==> src/rtl/dcm_spi_pkg.sv <==
// Shared types and constants for the dcmctrl SPI initiator.
// SPI mode 0, MSB first, 8-bit frames.
package dcm_spi_pkg;

    localparam int unsigned SPI_CPOL   = 0;
    localparam int unsigned SPI_CPHA   = 0;
    localparam int unsigned SPI_BYTE_W = 8;

    typedef enum logic [2:0] {
        IDLE,
        LOAD,
        SETUP,
        SHIFT,
        HOLD
    } spi_state_e;

endpackage

==> src/rtl/dcm_spi_clkgen.sv <==
// SCLK strobe generator: alternating rise/fall strobes every CLK_DIV cycles while enabled.
// The first strobe after enable is always a rise.
module dcm_spi_clkgen
    import dcm_spi_pkg::*;
#(
    parameter int unsigned CLK_DIV = 4
) (
    input  logic clk,
    input  logic reset,
    input  logic en,
    output logic rise_stb,
    output logic fall_stb
);

    localparam int unsigned CNT_W = (CLK_DIV > 1) ? $clog2(CLK_DIV) : 1;

    logic [CNT_W-1:0] cnt_q;
    logic             phase_q;
    logic             tick;

    assign tick     = en && (cnt_q == CNT_W'(CLK_DIV - 1));
    assign rise_stb = tick && !phase_q;
    assign fall_stb = tick && phase_q;

    // Holding the count cleared while disabled gives a fresh phase on every enable rise.
    always_ff @(posedge clk or posedge reset) begin
        if (reset) begin
            cnt_q   <= '0;
            phase_q <= 1'b0;
        end else if (!en) begin
            cnt_q   <= '0;
            phase_q <= 1'b0;
        end else if (tick) begin
            cnt_q   <= '0;
            phase_q <= ~phase_q;
        end else begin
            cnt_q   <= cnt_q + 1'b1;
        end
    end

endmodule

==> src/rtl/dcm_spi_master.sv <==
// SPI mode-0 initiator for the dcmctrl slave port: start/len command, tx valid/ready
// byte stream in, rx valid byte stream out, plus a synchronized copy of the slave irq.
module dcm_spi_master
    import dcm_spi_pkg::*;
#(
    parameter int unsigned CLK_DIV  = 4,
    parameter int unsigned CS_SETUP = 2,
    parameter int unsigned CS_HOLD  = 2,
    parameter int unsigned LEN_W    = 8
) (
    input  logic             clk,
    input  logic             reset,
    input  logic             start,
    input  logic [LEN_W-1:0] len,
    output logic             busy,
    output logic             done,
    input  logic [7:0]       tx_data,
    input  logic             tx_valid,
    output logic             tx_ready,
    output logic [7:0]       rx_data,
    output logic             rx_valid,
    output logic             spi_ss,
    output logic             spi_clk,
    output logic             spi_mosi,
    input  logic             spi_miso,
    input  logic             irq_in,
    output logic             irq_sync
);

    localparam int unsigned TMR_MAX   = (CS_SETUP > CS_HOLD) ? CS_SETUP : CS_HOLD;
    localparam int unsigned TMR_W     = (TMR_MAX > 1) ? $clog2(TMR_MAX + 1) : 1;
    localparam logic        SCLK_IDLE = 1'(SPI_CPOL);

    spi_state_e                state_q, state_d;
    logic [LEN_W-1:0]          byte_cnt_q, byte_cnt_d;
    logic [2:0]                bit_cnt_q, bit_cnt_d;
    logic [TMR_W-1:0]          tmr_q, tmr_d;
    logic [SPI_BYTE_W-2:0]     tx_sr_q, tx_sr_d;
    logic [SPI_BYTE_W-1:0]     rx_sr_q, rx_sr_d;
    logic [SPI_BYTE_W-1:0]     rx_data_q, rx_data_d;
    logic                      rx_valid_q, rx_valid_d;
    logic                      busy_q, busy_d;
    logic                      done_q, done_d;
    logic                      ss_q, ss_d;
    logic                      sclk_q, sclk_d;
    logic                      mosi_q, mosi_d;
    logic                      irq_meta_q, irq_sync_q;
    logic                      shift_en, rise_stb, fall_stb;

    dcm_spi_clkgen #(.CLK_DIV(CLK_DIV)) u_clkgen (
        .clk     (clk),
        .reset   (reset),
        .en      (shift_en),
        .rise_stb(rise_stb),
        .fall_stb(fall_stb)
    );

    always_ff @(posedge clk or posedge reset) begin
        if (reset) begin
            state_q    <= IDLE;
            byte_cnt_q <= '0;
            bit_cnt_q  <= '0;
            tmr_q      <= '0;
            tx_sr_q    <= '0;
            rx_sr_q    <= '0;
            rx_data_q  <= '0;
            rx_valid_q <= 1'b0;
            busy_q     <= 1'b0;
            done_q     <= 1'b0;
            ss_q       <= 1'b1;
            sclk_q     <= SCLK_IDLE;
            mosi_q     <= 1'b0;
        end else begin
            state_q    <= state_d;
            byte_cnt_q <= byte_cnt_d;
            bit_cnt_q  <= bit_cnt_d;
            tmr_q      <= tmr_d;
            tx_sr_q    <= tx_sr_d;
            rx_sr_q    <= rx_sr_d;
            rx_data_q  <= rx_data_d;
            rx_valid_q <= rx_valid_d;
            busy_q     <= busy_d;
            done_q     <= done_d;
            ss_q       <= ss_d;
            sclk_q     <= sclk_d;
            mosi_q     <= mosi_d;
        end
    end

    always_comb begin
        state_d    = state_q;
        byte_cnt_d = byte_cnt_q;
        bit_cnt_d  = bit_cnt_q;
        tmr_d      = tmr_q;
        tx_sr_d    = tx_sr_q;
        rx_sr_d    = rx_sr_q;
        rx_data_d  = rx_data_q;
        rx_valid_d = 1'b0;
        busy_d     = busy_q;
        done_d     = 1'b0;
        ss_d       = ss_q;
        sclk_d     = sclk_q;
        mosi_d     = mosi_q;
        unique case (state_q)
            IDLE: begin
                if (start) begin
                    if (len != '0) begin
                        byte_cnt_d = len;
                        busy_d     = 1'b1;
                        state_d    = LOAD;
                    end else begin
                        done_d     = 1'b1;
                    end
                end
            end
            LOAD: begin
                // spi_ss still high means this is the first byte of the frame.
                if (tx_valid) begin
                    tx_sr_d   = tx_data[SPI_BYTE_W-2:0];
                    mosi_d    = tx_data[SPI_BYTE_W-1];
                    bit_cnt_d = '0;
                    if (ss_q) begin
                        ss_d    = 1'b0;
                        tmr_d   = '0;
                        state_d = SETUP;
                    end else begin
                        state_d = SHIFT;
                    end
                end
            end
            SETUP: begin
                if (tmr_q == TMR_W'(CS_SETUP - 1)) state_d = SHIFT;
                else                               tmr_d   = tmr_q + 1'b1;
            end
            SHIFT: begin
                if (rise_stb) begin
                    sclk_d  = ~SCLK_IDLE;
                    rx_sr_d = {rx_sr_q[SPI_BYTE_W-2:0], spi_miso};
                end else if (fall_stb) begin
                    sclk_d = SCLK_IDLE;
                    if (bit_cnt_q != 3'd7) begin
                        bit_cnt_d = bit_cnt_q + 1'b1;
                        mosi_d    = tx_sr_q[SPI_BYTE_W-2];
                        tx_sr_d   = {tx_sr_q[SPI_BYTE_W-3:0], 1'b0};
                    end else begin
                        rx_data_d  = rx_sr_q;
                        rx_valid_d = 1'b1;
                        byte_cnt_d = byte_cnt_q - 1'b1;
                        if (byte_cnt_q == LEN_W'(1)) begin
                            tmr_d   = '0;
                            state_d = HOLD;
                        end else begin
                            state_d = LOAD;
                        end
                    end
                end
            end
            HOLD: begin
                if (tmr_q == TMR_W'(CS_HOLD - 1)) begin
                    ss_d    = 1'b1;
                    mosi_d  = 1'b0;
                    done_d  = 1'b1;
                    busy_d  = 1'b0;
                    state_d = IDLE;
                end else begin
                    tmr_d   = tmr_q + 1'b1;
                end
            end
            default: state_d = IDLE;
        endcase
    end

    always_comb begin
        tx_ready = (state_q == LOAD);
        shift_en = (state_q == SHIFT);
    end

    always_ff @(posedge clk or posedge reset) begin
        if (reset) begin
            irq_meta_q <= 1'b0;
            irq_sync_q <= 1'b0;
        end else begin
            irq_meta_q <= irq_in;
            irq_sync_q <= irq_meta_q;
        end
    end

    assign busy     = busy_q;
    assign done     = done_q;
    assign rx_data  = rx_data_q;
    assign rx_valid = rx_valid_q;
    assign spi_ss   = ss_q;
    assign spi_clk  = sclk_q;
    assign spi_mosi = mosi_q;
    assign irq_sync = irq_sync_q;

endmodule

==> config.mk <==
export PLATFORM = sky130hd
export DESIGN_NAME = dcm_spi_master
export DESIGN_NICKNAME = d
export VERILOG_FILES = /design/src/rtl/dcm_spi_pkg.sv /design/src/rtl/dcm_spi_clkgen.sv /design/src/rtl/dcm_spi_master.sv
export SDC_FILE = /design/constraint.sdc
export NUM_CORES = 1
export LEC_CHECK = 0
export CORE_AREA = 3 3 80 63
export DETAILED_ROUTE_END_ITERATION = 12
export DIE_AREA = 0 0 83 66
export PLACE_DENSITY_LB_ADDON = 0.15
export SLEW_MARGIN = 25
export SYNTH_ARGS = -nofsm -noshare
export SYNTH_HDL_FRONTEND = slang
export SYNTH_SLANG_ARGS = --single-unit
==> constraint.sdc <==
create_clock -name clk -period 2.6 [get_ports clk]
set_input_delay 0.26 -clock clk [delete_from_list [all_inputs] [get_ports clk]]
set_output_delay 0.26 -clock clk [all_outputs]
set_load 0.05 [all_outputs]
Word level (Yosys, flattened, before mapping)
Index checks and enable logic that the tools add are counted.

$add $sub $neg: 4. Eq/ne operators: 21. Mux-type cells: 61. Bitwise operators: 3. Reduce and logical (&&, ||, !) cells: 24.

Operators with widths (count): 8-bit 2-to-1 mux (5); 3-bit 2-to-1 mux (13); 7-bit 2-to-1 mux (4); 2-bit != test, second input constant (12); 1-bit 2-to-1 mux (21); 2-bit 2-to-1 mux (9); 8-bit one-hot mux with 2 select lines (1); 8-bit AND reduction (2); 3-bit one-hot mux with 5 select lines (1); 7-bit one-hot mux with 2 select lines (1); 6-bit AND reduction (2); 2-bit nonzero test (5); 8-bit by 1-bit equality test with 1-bit output, second input constant (1); 4-bit AND reduction (2); 8-bit nonzero test (1); 8-bit by 1-bit subtractor with 8-bit output, second input constant (1); 3-bit by 2-bit equality test with 1-bit output, second input constant (2); 1-bit one-hot mux with 2 select lines (3); 2-bit one-hot mux with 3 select lines (1); 3-bit one-hot mux with 2 select lines (1); 3-bit nonzero test (2); 5-bit AND reduction (1); 2-bit by 1-bit adder with 2-bit output, second input constant (2); 2-bit AND reduction (2); 14 further kinds (18).

Flip-flop bits (word level): 50. Input bits: 22. Output and inout port bits: 16. Word-level logic and storage cells: 130.

Logic depth before layout (Yosys ltp)
Gate-level depths: netlist of the first run.

Word-level depth: 6. Mapped depth: 8. Mapped depth without buffers: 7.

Cells and area by module
From an unflattened synthesis of the first run, not the netlist that was laid out.

Cell total of the unflattened synthesis: 233. Area total of the unflattened synthesis: 2561.2 um^2.

By module, submodules not included: dcm_spi_master (times used 1, cells an instance 221, area each 2422.3 um^2, seq. area each 1177.4 um^2); dcm_spi_clkgen (times used 1, cells an instance 12, area each 138.9 um^2, seq. area each 75.1 um^2).

Least setup slack after synthesis of the first run
Ideal clock, no wire load.

Path type: reg2reg. Start: register bit_cnt_q[0]. End: register byte_cnt_q[1]. Library setup time: 125 ps. Arrival: 1667 ps. Required time: 2475 ps. Slack: 808 ps. Cell stages (with the launch flop): 8. Path buffers: 0. Period minus slack after synthesis: 1792 ps. Cells stage by stage: dfrtp_1 ha_1 ha_1 and3_1 nand2_1 inv_1 nor2_4 mux2_4.

Word-level cells in the longest chain between the ends: 3.

Ends and longest elaborated chain: start, declared (line dcm_spi_master.sv:36) `logic [2:0] bit_cnt_q, bit_cnt_d;`; start signal, assigned (line dcm_spi_master.sv:76) `bit_cnt_q <= bit_cnt_d;`; 3-bit != test (line dcm_spi_master.sv:141) `if (bit_cnt_q != 3'd7) begin`; 2-bit != test (no line); 6-bit AND reduction (no line); end signal, assigned (line dcm_spi_master.sv:75) `byte_cnt_q <= byte_cnt_d;`; end, declared (line dcm_spi_master.sv:35) `logic [LEN_W-1:0] byte_cnt_q, byte_cnt_d;`.

Every way passes these cells. A chain may end at the register's enable or synchronous reset.

Worst setup path after layout of the first run
Start: register state_q[0]. End: output tx_ready.

Word-level cells in the longest chain between the ends: 1.

Ends and longest elaborated chain: start, declared (line dcm_spi_master.sv:34) `spi_state_e state_q, state_d;`; start signal, assigned (line dcm_spi_master.sv:74) `state_q <= state_d;`; 3-bit by 1-bit equality test with 1-bit output (line dcm_spi_master.sv:174) `tx_ready = (state_q == LOAD);`; end, declared (line dcm_spi_master.sv:19) `output logic tx_ready,`.

Every way passes these cells.

==> flow_metrics.tcl, run 1 <==
set metrics [dict create \
    status "complete, no violations" \
    fp.dieH_um 66 \
    drt_pass1_iterations 4 \
    drc 0 \
    postCtsSetupBuffers 0 \
    period_needed_ns 2.363 \
    rr_worst_depth 4 \
    worst_hold_path_type "in2async" \
    cts.sinks 50 \
    synth_instances 253 \
    synth_sequential_area_ratio_pct 51.15 \
    final-seq-area_um2 1252 \
    tritoncts_clock_tree "done" \
    syn_area_per_cell_um2 9.678 \
    highest_clock_rate_mhz 423.3 \
    overflow 0 \
    worstPathRequired_ns 2.34 \
    detailroute.via_count 1961 \
    power_switching_uw 868.7 \
    power_switching_share_pct 33.03 \
    multiInputGateArea_um2 1102 \
    timing.critical_path.to "tx_ready" \
    synth_nets 281 \
    drive_gt1_share_pct 12.79 \
    die_x_extent_um 83 \
    synthArstFlopShare_pct 100.0 \
    fin_tns_setup_ns 0 \
    postRouteWirelength_um 5001 \
    power.combinational.fraction_pct 32.1 \
    drv_cap 0 \
    ys_top_cells_by_count "sky130_fd_sc_hd__nand2_1, sky130_fd_sc_hd__dfrtp_1, sky130_fd_sc_hd__nor2_1" \
    route.detailed.wl_per_inst_um 14.13 \
    crit_path_capture_type "output port" \
    worst_margin_pin_slew_ns 0.6114 \
    grt_first_pass_wirelength_um 9059 \
    ios 38 \
    floorplan.core_area_um2 4362 \
    num_cts_buffers 5 \
    timing.critical_path.fanout_max 14 \
    cts_htree_levels 2 \
    kind_of_start_point_of_the_critical_path "flip-flop" \
    static-leakage-power_uw 0.001377 \
    area_delta_synth_final_pct 25.04 \
    vdd_drop_max_mv 0.4537 \
    detail_route.iter0.violations 126 \
    synth_top_flop_cell "sky130_fd_sc_hd__dfrtp_1" \
    initial_antenna_violation_count 0 \
    synth-warning-count 0 \
    post_cts_resized 0 \
    seqPwrFrac_pct 43.2 \
    worst_r2r_endpoint "byte_cnt_q[1]" \
    finalSetupViolations 0 \
    clkLatencyLatePin_ns 0.31 \
    clockRootBuffer "sky130_fd_sc_hd__clkbuf_8" \
    placement_rows 21 \
    synth_area_leader_cell "sky130_fd_sc_hd__dfrtp_1" \
    antenna-diode-count 0 \
    clock_skews_ns 0.01187 \
    yosys.cell_count.top_type "sky130_fd_sc_hd__nand2_1" \
    timing.final.crit_share_pct 90.87 \
    synth-edff-count 0 \
    power.clock.fraction_pct 24.7 \
    power_density_nw_per_um2 859.0 \
    floorplan.initialDensity_pct 56.14 \
    worst_slack_ns 0.2374 \
    detail_route.vias_per_cell 5.540 \
    mappedNetlistArea_um2 2449 \
    hold_violations 0 \
    place_hpwl_um 3576 \
    max-clock-path-buffers 2 \
    internal_power_uw 1761 \
    critical_path_class "reg2out" \
    arrival_time_reported_for_the_critical_path_endpoint_ns 2.10 \
    place_congestion 0.9414 \
    filler_cell_count 355 \
    buffers_added_on_ports 37 \
    worst_slack_placed_ns 0.4943 \
    synth_largest_type_area_fraction_pct 50.08 \
    worst_setup_hold_path_clk_slew_ns 0.10 \
    nets 324 \
    dieArea_um2 5478 \
    netlist_cell_types 46 \
    ys_top_cells_by_area "sky130_fd_sc_hd__dfrtp_1, sky130_fd_sc_hd__nand2_1, sky130_fd_sc_hd__mux2_2" \
    rsz_0062_raised_after_global_routing "no" \
    cts_hold_repair.buffers 0 \
    grt_max_degree 25 \
    r2r-start "state_q[0]" \
    grt_pass1_vias 1916 \
    ff2ff_setup_slack_ns 0.54 \
    remaining_antenna_violation_count 0 \
    final-max-slew-violation-count 0 \
    worstSetupStartpoint "state_q[0]" \
    yosys_register_bits 50 \
    grtUsageTotal_pct 20.80 \
    relSlewSlack_pct 59.24 \
]
## power groups by stage
stage,Combinational (µW),Clock [µW],Sequential [µW]
2_1_floorplan,554,0,1170
4_1_cts,853,658,1140
5_1_grt,955,698,1170
3_3_place_gp,825,0,1140
6_report,845,649,1140
3_5_place_dp,846,0,1150
## stage by stage
step                      cells  util [%]  area, µm²  total power, µW  hold WS [ns]
after floorplan             253         -       2449             1725        0.2914
after global placement      346     67.04       2924             1964        0.3330
after detailed placement    346     67.04       2924             1996        0.3451
after CTS                   354     70.20       3062             2646        0.2918
after global routing        354     70.20       3062             2821        0.3131
final                       354     70.20       3062             2630        0.2778
## routing by layer
| layer | up-vias | global-route usage [%] | routed length, µm | share of wire, % |
|---|---|---|---|---|
| met5 | - | 0 | 0 | 0 |
| met4 | 0 | 6.531 | 57 | 1.1 |
| met3 | 6 | 6.351 | 275 | 5.5 |
| met2 | 55 | 31.20 | 2144 | 43 |
| met1 | 931 | 29.10 | 2525 | 50 |
| li1 | 969 | - | - | - |
## worst max-delay path: stages (launching register included)
cell and delay (ns):
sky130_fd_sc_hd__dfrtp_1 0.61, sky130_fd_sc_hd__nand2b_1 0.24, sky130_fd_sc_hd__nor2_1 0.13, sky130_fd_sc_hd__clkdlybuf4s50_1 0.81
## cell usage in the layout (no fill, tap or decap), drive strengths merged, types with 10 or more instances in the layout
cell type / Yosys / final
nor2: 19 / 19
nand2: 51 / 51
a21oi: 10 / 10
mux2: 10 / 10
o21ai: 13 / 13
inv: 12 / 12
a31oi: 11 / 11
buf: 3 / 11
clkdlybuf4s50: 0 / 37
dfrtp: 49 / 49
## worst min-delay path by stage
stage	from	slack, ns	endpoint	cells after the start
2_1_floorplan	irq_in	0.29	irq_meta_q	0
3_3_place_gp	irq_meta_q	0.33	irq_sync	0
3_5_place_dp	irq_meta_q	0.35	irq_sync	0
4_1_cts	reset	0.29	irq_meta_q	2
5_1_grt	reset	0.31	irq_meta_q	2
6_report	reset	0.28	irq_meta_q	2
## cell families after synthesis
family / after synthesis / synth area share (%)
AO/OA/AOI/OAI: 55 / 15.38
XOR/XNOR: 1 / 0.3578
adder cells (fa/ha/maj): 6 / 3.066
buffers and inverters: 24 / 3.832
flip-flops: 50 / 51.15
multiplexers: 10 / 4.752
AND/OR/NAND/NOR: 107 / 21.46
## area by class of cell
class	instances	share of cell area (%)
clock buffers	5	2.248
flip-flops and latches	50	40.91
multi-input cells	179	36.00
well taps	57	2.329
inverters	12	1.471
repair buffers	48	14.79
clock inverters	3	2.248
## sequential cells by signal (all words and copies together), names as in the netlist, 2 cells and up
register and flops:
byte_cnt_q 8, rx_data 8, rx_sr_q 8, tx_sr_q 7, bit_cnt_q 3, state_q 3, tmr_q 2, u_clkgen.cnt_q 2
(Power assumes the default switching activity.)
==> run 2: changes to the inputs <==
CORE_AREA = 2 2 79 62   (was 3 3 80 63)
DIE_AREA = 0 0 81 64   (was 0 0 83 66)
==> flow_metrics.tcl, run 2 (synthesis gave the netlist of run 1 again) <==
set metrics [dict create \
    status "complete, no violations" \
    dpl-instance-area_um2 2917 \
    detail_route.iter0.violations 136 \
    worst_slack_placed_ns 0.5092 \
    detailroute.via_count 1974 \
    worst_margin_pin_slew_ns 0.6390 \
    remaining_antenna_violation_count 0 \
    power_switching_uw 878.9 \
    route.detailed.wl_per_inst_um 14.26 \
    ios 38 \
    hold_violations 0 \
    final-max-slew-violation-count 0 \
    timing.critical_path.fanout_max 14 \
    cts.sinks 50 \
    seqPwrFrac_pct 44.4 \
    final_area_um2 3033 \
    vdd_drop_max_mv 0.6269 \
    cts_hold_repair.buffers 0 \
    postRouteWirelength_um 5035 \
    die_x_extent_um 81 \
    power_switching_share_pct 34.62 \
    post_cts_resized 0 \
    crit_path_capture_type "output port" \
    cts_htree_levels 2 \
    worst_hold_path_type "reg2reg" \
    floorplan.core_area_um2 4362 \
    kind_of_start_point_of_the_critical_path "flip-flop" \
    totalPowerFinal_uw 2539 \
    worst_slack_ns 0.2746 \
    static-leakage-power_uw 0.001363 \
    relSlewSlack_pct 57.40 \
    fin_tns_setup_ns 0 \
    period_needed_ns 2.325 \
    max-clock-path-buffers 2 \
    place_congestion 0.8694 \
    drt_pass1_iterations 4 \
    clock_skews_ns 0.007795 \
    num_cts_buffers 5 \
    grt_first_pass_wirelength_um 8832 \
    internal_power_uw 1660 \
    drc 0 \
    highest_clock_rate_mhz 430.0 \
    layout.cells.most_common_list "sky130_fd_sc_hd__nand2_1, sky130_fd_sc_hd__dfrtp_1, sky130_fd_sc_hd__clkdlybuf4s50_1, sky130_fd_sc_hd__nor2_1, sky130_fd_sc_hd__o21ai_0" \
    nets 323 \
    detail_route.vias_per_cell 5.592 \
    tritoncts_clock_tree "done" \
    layout.cells.most_common "sky130_fd_sc_hd__nand2_1" \
    rr_worst_depth 4 \
    dieArea_um2 5184 \
    overflow 0 \
    floorplan.initialDensity_pct 56.14 \
    placement_rows 21 \
    grt_max_degree 51 \
    buffers_added_on_ports 37 \
    finalSetupViolations 0 \
    timing.final.crit_share_pct 89.44 \
    worst_setup_hold_path_clk_slew_ns 0.10 \
    area_delta_synth_final_pct 23.86 \
    antenna-diode-count 0 \
    initial_antenna_violation_count 0 \
    clkLatencyLatePin_ns 0.31 \
    power.clock.fraction_pct 22.3 \
    arrival_time_reported_for_the_critical_path_endpoint_ns 2.07 \
    grtUsageTotal_pct 22.00 \
    postCtsSetupBuffers 0 \
    power.combinational.fraction_pct 33.2 \
    fp.dieH_um 64 \
    grt_pass1_vias 1921 \
    drv_cap 0 \
    drive_gt1_share_pct 12.50 \
    filler_cell_count 353 \
    clockRootBuffer "sky130_fd_sc_hd__clkbuf_8" \
    power_density_nw_per_um2 837.1 \
    rsz_0062_raised_after_global_routing "no" \
    hold_path_depth 0 \
    worstPathRequired_ns 2.34 \
    place_hpwl_um 3484 \
    critical_path_class "reg2out" \
]
[run 2: changes by cell type in the layout (fill, tap and decap cells not counted), sizes merged]
cell,before,now
bufinv,2,1
inv,12,13
buf,11,10
[run 2: per-layer routing]
metal	share of wire (%)	global-route usage, %	up-vias	wire length [µm]
li1	-	-	972	-
met1	51	32.61	940	2545
met2	43	31.82	54	2165
met3	5.2	6.073	8	264
met4	1.2	5.932	0	60
met5	0	0	-	0
[run 2: cell type report]
cell class,count,area [µm²],share of cell area (%)
clock buffers,5,68.82,2.269
multi-input cells,179,1102,36.34
flip-flops and latches,50,1252,41.30
repair buffers,47,445.4,14.69
inverters,12,45.04,1.485
clock inverters,3,47.55,1.568
well taps,57,71.32,2.351
[run 2: path summary, 6_finish.rpt]
kind                       slack [ns]        from          to
setup / recovery                 0.27  state_q[0]    tx_ready
hold / removal                   0.36  irq_meta_q    irq_sync
setup reg to reg                 0.52  state_q[0]  rx_sr_q[3]
hold reg to reg                  0.36  irq_meta_q    irq_sync
max in group asynchronous        1.76       reset    rx_valid
min in group asynchronous        0.43       reset  rx_data[2]
[run 2: power groups by stage]
stage	Sequential, µW	Clock (µW)	Combinational (µW)
6_report	1130	567	844
5_1_grt	1160	618	947
4_1_cts	1130	578	852
3_5_place_dp	1140	0	844
3_3_place_gp	1130	0	827
2_1_floorplan	1170	0	554
[run 2: metrics by stage]
step | hold slack, ns | utilization (%) | std cells
finish | 0.3616 | 69.54 | 353
global route | 0.3892 | 69.54 | 353
CTS | 0.3640 | 69.54 | 353
detailed placement | 0.3405 | 66.87 | 345
global placement | 0.3317 | 66.87 | 345
floorplan | 0.2914 | - | 253
[run 2: worst max-delay path, cell delays in order (launching register included)]
cell and delay [ns]:
sky130_fd_sc_hd__dfrtp_1 0.58, sky130_fd_sc_hd__nand2b_1 0.23, sky130_fd_sc_hd__nor2_1 0.14, sky130_fd_sc_hd__clkdlybuf4s50_1 0.81
==> run 3: changes to the inputs <==
CORE_AREA = 2 2 82 64   (was 2 2 79 62)
DIE_AREA = 0 0 84 66   (was 0 0 81 64)
clock period = 2.5 ns   (was 2.6 ns; I/O delays follow)
==> flow_metrics.tcl, run 3 (synthesis gave the netlist of run 1 again) <==
set metrics [dict create \
    highest_clock_rate_mhz 442.9 \
    max-clock-path-buffers 2 \
    post_cts_resized 0 \
    slowest_delay_ns 0.80 \
    power_density_nw_per_um2 858.7 \
    critical_path_class "reg2out" \
    grtUsageTotal_pct 20.19 \
    clock_skews_ns 0.008679 \
    initial_antenna_violation_count 0 \
    buffers_added_on_ports 37 \
    worst_margin_pin_slew_ns 0.7319 \
    postRouteWirelength_um 5083 \
    relSlewSlack_pct 51.06 \
    post_layout_nonfiller_instances 356 \
    kind_of_start_point_of_the_critical_path "flip-flop" \
    postCtsSetupBuffers 0 \
    number_of_placed_cells_counting_well_taps 348 \
    vdd_drop_max_mv 0.5963 \
    rsz_0062_raised_after_global_routing "no" \
    status "complete, no violations" \
    final-max-slew-violation-count 0 \
    grt_first_pass_wirelength_um 8880 \
    fin_tns_setup_ns 0 \
    hold_violations 0 \
    final-seq-area_um2 1252 \
    series_of_cell_instances_along_the_critical_path "buf_4, nand2b_1, nor2_1, clkdlybuf4s50_1" \
    path_buf_inv 2 \
    fp.dieH_um 66 \
    clkLatencyLatePin_ns 0.30 \
    num_cts_buffers 5 \
    grt_max_degree 35 \
    drc 0 \
    place_hpwl_um 3587 \
    worst_hold_path_type "reg2reg" \
    die_x_extent_um 84 \
    tritoncts_clock_tree "done" \
    hold_path_depth 0 \
    clockRootBuffer "sky130_fd_sc_hd__clkbuf_8" \
    placement_rows 22 \
    static-leakage-power_uw 0.001353 \
    worstPathRequired_ns 2.25 \
    worst_setup_hold_path_clk_slew_ns 0.09 \
    timing.critical_path.fanout_max 11 \
    crit_cells 4 \
    floorplan.core_area_um2 4762 \
    drt_pass1_iterations 4 \
    ios 38 \
    nets 323 \
    layout.cells.most_common "sky130_fd_sc_hd__nand2_1" \
    cts_htree_levels 2 \
    antenna-diode-count 0 \
    rr_worst_depth 5 \
    crit_path_capture_type "output port" \
    detail_route.iter0.violations 173 \
    overflow 0 \
    drive_gt1_share_pct 12.50 \
    crit_family "buffers and inverters" \
    layout.cells.most_common_list "sky130_fd_sc_hd__nand2_1, sky130_fd_sc_hd__dfrtp_1, sky130_fd_sc_hd__clkdlybuf4s50_1, sky130_fd_sc_hd__nor2_1, sky130_fd_sc_hd__o21ai_0" \
    cts_hold_repair.buffers 0 \
    filler_cell_count 408 \
    period_needed_ns 2.258 \
    grt_pass1_vias 1904 \
    place_congestion 0.8509 \
    remaining_antenna_violation_count 0 \
    floorplan.initialDensity_pct 51.42 \
    finalSetupViolations 0 \
    dieArea_um2 5544 \
    timing.final.crit_share_pct 90.31 \
    area_delta_synth_final_pct 23.91 \
    drv_cap 0 \
    arrival_time_reported_for_the_critical_path_endpoint_ns 2.01 \
    multiInputGateArea_um2 1102 \
    detailroute.via_count 1987 \
    route.detailed.wl_per_inst_um 14.28 \
    detail_route.vias_per_cell 5.581 \
    crit_path_top_delay_cell "sky130_fd_sc_hd__clkdlybuf4s50_1" \
    cts.sinks 50 \
]
run 3: layout make-up:
cell class	instances	area share, %
flip-flops and latches	50	41.28
multi-input cells	179	36.33
repair buffers	47	14.68
well taps	60	2.474
clock buffers	5	2.268
clock inverters	3	1.485
inverters	12	1.485
run 3: through the flow:
stage / setup WS [ns] / power, µW / hold slack [ns] / util (%) / area, µm²
6_report: 0.2423 / 2606 / 0.3583 / 63.72 / 3034
5_1_grt: 0.1617 / 2794 / 0.3657 / 63.72 / 3034
4_1_cts: 0.2364 / 2635 / 0.3633 / 63.72 / 3034
3_5_place_dp: 0.3569 / 2053 / 0.3386 / 61.32 / 2920
3_3_place_gp: 0.4529 / 2031 / 0.3370 / 61.32 / 2920
2_1_floorplan: 0.7079 / 1794 / 0.2814 / - / 2449
run 3: power breakdown:
group | internal (µW) | switching (µW) | total [µW] | leakage [µW]
clock | 298 | 273 | 571 | 0.0000504
sequential | 1020 | 147 | 1170 | 0.000594
combinational | 391 | 474 | 865 | 0.000709
run 3: worst paths after layout:
kind | from | to | slack (ns)
worst max-delay path | state_q[0] | tx_ready | 0.24
worst min-delay path | irq_meta_q | irq_sync | 0.36
worst max register to register | state_q[2] | byte_cnt_q[4] | 0.46
worst min register to register | irq_meta_q | irq_sync | 0.36
max in group asynchronous | reset | rx_valid | 1.50
min in group asynchronous | reset | irq_sync | 0.37
run 3: metal layers:
metal / up-vias / wire (µm) / track usage, %
met5: - / 0 / 0
met4: 0 / 40 / 6.048
met1: 947 / 2533 / 30.28
met2: 62 / 2166 / 29.30
met3: 6 / 343 / 4.494
li1: 972 / - / -
